`config.mk`:
```
export PLATFORM = sky130hd
export DESIGN_NAME = quantum_scheduler
export DESIGN_NICKNAME = d
export VERILOG_FILES = /design/src/rtl/quantum_scheduler_pkg.sv /design/src/rtl/quantum_scheduler_qnt_down_counter.sv /design/src/rtl/quantum_scheduler.sv
export SDC_FILE = /design/constraint.sdc
export NUM_CORES = 1
export LEC_CHECK = 0
export CAP_MARGIN = 0
export CELL_PAD_IN_SITES_DETAIL_PLACEMENT = 0
export CELL_PAD_IN_SITES_GLOBAL_PLACEMENT = 1
export CORE_MARGIN = 1
export CORE_UTILIZATION = 39
export CTS_CLUSTER_DIAMETER = 60
export DETAILED_ROUTE_END_ITERATION = 8
export GPL_TIMING_DRIVEN = 0
export PLACE_DENSITY_LB_ADDON = 0.1
export SLEW_MARGIN = 15
export SYNTH_ARGS = -nofsm -noshare
export SYNTH_HDL_FRONTEND = slang
export SYNTH_HIERARCHICAL = 1
export SYNTH_SLANG_ARGS = --single-unit
```
`constraint.sdc`:
```
create_clock -name clk -period 8 [get_ports clk]
set_input_delay 1.6 -clock clk [delete_from_list [all_inputs] [get_ports clk]]
set_output_delay 1.6 -clock clk [all_outputs]
set_load 0.005 [all_outputs]
```
`src/rtl/quantum_scheduler_pkg.sv`:
```
// Processor-wide control package: scheduler state encoding, datapath widths
// and the control-unit opcodes that drive the preemption timer.
package quantum_scheduler_pkg;

  localparam int QW              = 16;
  localparam int PCW             = 32;
  localparam int DEFAULT_QUANTUM = 100;

  typedef enum logic [1:0] {
    IDLE    = 2'd0,
    COUNT   = 2'd1,
    PENDING = 2'd2
  } qnt_state_t;

  // Control-unit opcodes that touch the scheduler.
  localparam logic [5:0] OP_WRITEI  = 6'h2A;
  localparam logic [5:0] OP_WRITEPC = 6'h2B;
  localparam logic [5:0] OP_RSTQNT  = 6'h2C;

endpackage

```
`src/rtl/quantum_scheduler_qnt_down_counter.sv`:
```
// Loadable down counter for the remaining quantum; saturates at zero and
// flags the cycle on which an enabled decrement reaches zero.
module qnt_down_counter #(
  parameter int W = 16
) (
  input  logic         clk,
  input  logic         rst_n,
  input  logic         clr,
  input  logic         load,
  input  logic [W-1:0] load_val,
  input  logic         en,
  output logic [W-1:0] count,
  output logic         zero_next
);

  logic [W-1:0] count_reg;

  // Priority clear > load > decrement; never decrements below zero.
  always_ff @(posedge clk or negedge rst_n) begin
    if (!rst_n) begin
      count_reg <= '0;
    end else if (clr) begin
      count_reg <= '0;
    end else if (load) begin
      count_reg <= load_val;
    end else if (en && (count_reg != '0)) begin
      count_reg <= count_reg - W'(1);
    end
  end

  assign count     = count_reg;
  assign zero_next = en && (count_reg == W'(1));

endmodule

```
`src/rtl/quantum_scheduler.sv`:
```
// Preemption timer: counts unhalted retires of the user process and raises
// intSig when the quantum expires, latching the PC to resume from.
module quantum_scheduler
  import quantum_scheduler_pkg::*;
#(
  parameter int QW              = quantum_scheduler_pkg::QW,
  parameter int PCW             = quantum_scheduler_pkg::PCW,
  parameter int DEFAULT_QUANTUM = quantum_scheduler_pkg::DEFAULT_QUANTUM
) (
  input  logic           clk,
  input  logic           rst_n,
  input  logic           retire,
  input  logic           halt,
  input  logic           rstQnt,
  input  logic           stopQnt,
  input  logic           cfgWe,
  input  logic [QW-1:0]  cfgQuantum,
  input  logic [PCW-1:0] pcNext,
  output logic           intSig,
  output logic [PCW-1:0] epc,
  output logic [QW-1:0]  qntRemain,
  output logic           armed
);

  qnt_state_t     state_reg, state_next;
  logic [PCW-1:0] epc_reg;
  logic [QW-1:0]  quantum_reg;
  logic           cnt_clr, cnt_load, cnt_en, cnt_zero_next, epc_load;
  logic           step;

  assign step = retire && !halt;

  always_comb begin
    state_next = state_reg;
    cnt_clr    = 1'b0;
    cnt_load   = 1'b0;
    cnt_en     = 1'b0;
    epc_load   = 1'b0;
    unique case (state_reg)
      IDLE: begin
        if (rstQnt) begin
          state_next = COUNT;
          cnt_load   = 1'b1;
        end
      end
      COUNT: begin
        if (stopQnt) begin
          state_next = IDLE;
          cnt_clr    = 1'b1;
        end else if (rstQnt) begin
          cnt_load = 1'b1;
        end else if (step) begin
          cnt_en = 1'b1;
          if (cnt_zero_next) begin
            state_next = PENDING;
            epc_load   = 1'b1;
          end
        end
      end
      PENDING: begin
        // Leave only once the control unit has actually taken the interrupt jump.
        if (stopQnt && step) begin
          state_next = IDLE;
        end
      end
      default: state_next = IDLE;
    endcase
  end

  // Reload reads the pre-write quantum_reg, so a same-cycle cfgWe applies next time.
  always_ff @(posedge clk or negedge rst_n) begin
    if (!rst_n) begin
      state_reg   <= IDLE;
      epc_reg     <= '0;
      quantum_reg <= QW'(DEFAULT_QUANTUM);
    end else begin
      state_reg <= state_next;
      if (epc_load) begin
        epc_reg <= pcNext;
      end
      if (cfgWe) begin
        quantum_reg <= (cfgQuantum == '0) ? QW'(1) : cfgQuantum;
      end
    end
  end

  qnt_down_counter #(
    .W (QW)
  ) u_counter (
    .clk       (clk),
    .rst_n     (rst_n),
    .clr       (cnt_clr),
    .load      (cnt_load),
    .load_val  (quantum_reg),
    .en        (cnt_en),
    .count     (qntRemain),
    .zero_next (cnt_zero_next)
  );

  assign intSig = (state_reg == PENDING);
  assign armed  = (state_reg != IDLE);
  assign epc    = epc_reg;

endmodule

```
==> run_results.csv <==
group,metric,value,unit
run_status,status,"finished, final reports clean",
final_layout,area_delta_synth_final,43.8,%
logic_synthesis,synth.most_common_cell,"dfrtp_1",
cts,clock_path_buffers,2,
final_layout,post_route_cells_drive_above_1_share,23.8,%
worst_setup_path,startpoint,"stopQnt",
logic_synthesis,synthAdderAreaFrac,0.773,%
worst_setup_path,rrSetupSlack,5.12,ns
timing,final.setup.worst_slack,3.88,ns
route,dr.first_iter.drc_count,107,
worst_setup_path,cp_num_cells,9,
logic_synthesis,synth_top_family_by_area,"simple AND/OR/NAND/NOR gates",
worst_setup_path,end_kind,"flop",
floorplan,fp.coreArea,0.00789,sq mm
global_routing,antenna_found_initial,0,
worst_setup_path,endpoint,"epc[11]$_DFFE_PN0P_",
placed_design,pre_cts_ws,3.55,ns
route,drc,0,
power,ir_drop,0.0000978,V
worst_setup_path,worstPathArrival,4.34,ns
logic_synthesis,synth.area.mux_share,16.9,%
worst_setup_path,rr_endpoint,"epc[11]$_DFFE_PN0P_",
worst_hold_path,hold_path_class,"flop to flop",
cts,cts-hold-fix-buffers,0,
route,ant_nets,0,
worst_setup_path,reg2regPathDepth,6,
timing,max_slew_margin,57.6,%
route,drt-total-wl,8210,um
placed_design,place.detailed.hpwl,6190,um
floorplan,initial_utilization,41.0,%
worst_setup_path,r2r_start,"u_counter/count[9]$_DFFE_PN0P_",
logic_synthesis,postSynthCellCount,267,
worst_setup_path,crit_slowest_cell,"clkdlybuf4s50_1",
timing,fin_crit_sh,51.5,%
cts,cts_tree,"yes",
cts,cts.clk_slew.worst_paths,0.08,ns
floorplan,die_height,93.1,um
logic_synthesis,ys.flop_type,"dfrtp_1",
global_routing,grt_usage,20.4,%
cts,postCtsSetupBuffers,0,
cts,clk_latency,0.34,ns
final_layout,fillers,654,
logic_synthesis,ys_top_cells_by_count,"dfrtp_1, mux2_2, nor2_1",
timing,holdWs,0.505,ns
worst_setup_path,cp_cell_sequence,"clkdlybuf4s50_1 > nor2_1 > and3_2 > clkbuf_1 > nand3_1 > nor3_1 > nand4_4 > clkbuf_8 > mux2_4",
timing,rsz0062_at_grt,"false",
cts,cts_root_buffer,"clkbuf_8",
worst_setup_path,critPathTopFamily,"simple AND/OR/NAND/NOR gates",
worst_setup_path,slowest_delay,0.47,ns
logic_synthesis,ys_seq_elements,66,
timing,clock.fmax,243,MHz
global_routing,grt_max_degree,35,
timing,finalHoldViolations,0,
route,firstDrtPassIters,4,
worst_setup_path,required,8.23,ns
final_layout,nNetsFinal,439,
route,vias_per_cell,5.37,
cts,htree_levels,3,
placed_design,place_congestion,0.800,
cts,clock-sinks,66,
timing,layout_min_cycle_time,4.12,ns
final_layout,final-instance-count-excl-fill,489,
floorplan,die_area,0.00866,sq mm
logic_synthesis,synth-simple-area-share,18.2,%
logic_synthesis,synth.area.top_cells,"dfrtp_1, mux2_2, dfstp_2",
power,p_leak,0.00194,uW
route,wl_per_cell,16.8,um
logic_synthesis,syn_area_per_cell,12.1,sq um
route,num_vias,2625,
power,finalPower,920,uW
floorplan,io_pins,105,
worst_setup_path,path_class,"input pin to flop",
logic_synthesis,synth_area,0.00324,sq mm
logic_synthesis,synth_cell_types,53,
floorplan,num_rows,32,
logic_synthesis,synth-compound-area-share,9.51,%
logic_synthesis,syn_nets,324,
placed_design,dp_cells,473,
logic_synthesis,yosys.area_share.xor_xnor,0,%
timing,fin_tns_setup,0,ns
global_routing,grt_pass1_vias,2651,
power,p_per_area,198,mW/mm^2
logic_synthesis,yosys_warnings,6,
floorplan,die_w,93.1,um
worst_setup_path,cp_max_fo,10,
cts,post_cts_resized,0,
final_layout,largest_reg_flops,32,
logic_synthesis,synth_top_area_share,48.7,%
timing,setup_viol,0,
worst_setup_path,cp-start-kind,"input pin",
logic_synthesis,synth_edf_count,0,
final_layout,antenna_cells,0,
logic_synthesis,ys_seq_area_share,51.2,%
global_routing,overflow,0,
timing,fin_worst_skew,0.0193,ns
job,maxCapViolations,0,
global_routing,grt_pass1_wl,13500,um
logic_synthesis,synth_area_leader_cell,"dfrtp_1",
cts,cts_inserted_buffers,9,
worst_setup_path,cp_num_buf_inv,3,
placed_design,io_buffer_count,103,
logic_synthesis,async_flop_share,100,%
timing,worst_pin_slew,0.630,ns
timing,timing.final.max_slew_violations,0,
[cell families after synthesis]
kind of cell,after synthesis
buffers and inverters,21
adders and majority gates,2
AOI/OAI and AO/OA,39
DFF,66
muxes,48
and+or+nand+nor,91
[per-stage QoR]
step | util [%] | instance area (sq um)
finish | 59.0 | 4650
global route | 59.0 | 4650
CTS | 59.0 | 4650
detailed placement | 55.9 | 4410
global placement | 55.7 | 4390
floorplan | - | 3240
[final cells by class]
type                       instances  area, sq um  share of cell area, %
tap                              102          128                   2.74
clock inverter                     6          113                   2.42
buffer                            13         82.6                   1.78
sequential                        66         1660                   35.6
timing repair buffer             104         1050                   22.5
multi-input combinational        180         1470                   31.5
clock buffer                      10          128                   2.74
inverter                           8         30.0                  0.646
[where the power goes]
part	switching, uW	internal [uW]	total [uW]	leakage, uW
Sequential	37.0	361	398	0.000855
Clock	130	208	339	0.000121
Combinational	81.6	102	183	0.000961
[cell usage in the layout (no fill, tap or decap), types with 3 or more instances in the layout]
| cell | netlist | routed |
|---|---|---|
| or3_1 | 6 | 6 |
| clkbuf_8 | 3 | 12 |
| nand2_1 | 7 | 7 |
| nand3b_1 | 3 | 3 |
| nor2_1 | 19 | 19 |
| a311oi_1 | 6 | 6 |
| dfstp_2 | 3 | 3 |
| or4_1 | 6 | 6 |
| dfrtp_1 | 63 | 63 |
| nor4_1 | 8 | 8 |
| nand4_1 | 3 | 3 |
| a21oi_1 | 3 | 3 |
| o31ai_1 | 3 | 3 |
| bufinv_16 | 0 | 3 |
| o21ai_0 | 5 | 5 |
| buf_2 | 3 | 3 |
| mux2_2 | 45 | 45 |
| o211ai_1 | 4 | 4 |
| or2_2 | 4 | 4 |
| nand3_1 | 8 | 8 |
| clkbuf_1 | 7 | 8 |
| clkdlybuf4s50_1 | 0 | 102 |
| inv_1 | 8 | 8 |
| and2b_2 | 3 | 3 |
| nor3_1 | 6 | 6 |
[worst min-delay path by stage]
| stage | startpoint | to | slack (ns) | cells after the start |
|---|---|---|---|---|
| global route | epc[16]$_DFFE_PN0P_ | epc[16]$_DFFE_PN0P_ | 0.53 | 1 |
| global placement | epc[18]$_DFFE_PN0P_ | epc[18]$_DFFE_PN0P_ | 0.49 | 1 |
| detailed placement | epc[0]$_DFFE_PN0P_ | epc[0]$_DFFE_PN0P_ | 0.49 | 1 |
| floorplan | quantum_reg[4]$_DFFE_PN0P_ | u_counter/count[4]$_DFFE_PN0P_ | 0.46 | 2 |
| CTS | epc[0]$_DFFE_PN0P_ | epc[0]$_DFFE_PN0P_ | 0.51 | 1 |
| finish | epc[3]$_DFFE_PN0P_ | epc[3]$_DFFE_PN0P_ | 0.51 | 1 |
[metal layers]
layer  share of wire [%]  track usage (%)  vias to the layer above  wire length [um]
met5                   0                0                        -                 0
met4                 1.1             9.23                        0                89
met3                 5.6             3.82                        6               462
met2                  47             30.6                       87              3860
met1                  46             28.5                     1288              3790
li1                    -                -                     1244                 -
Note: power is estimated with default switching activity, not from simulation.
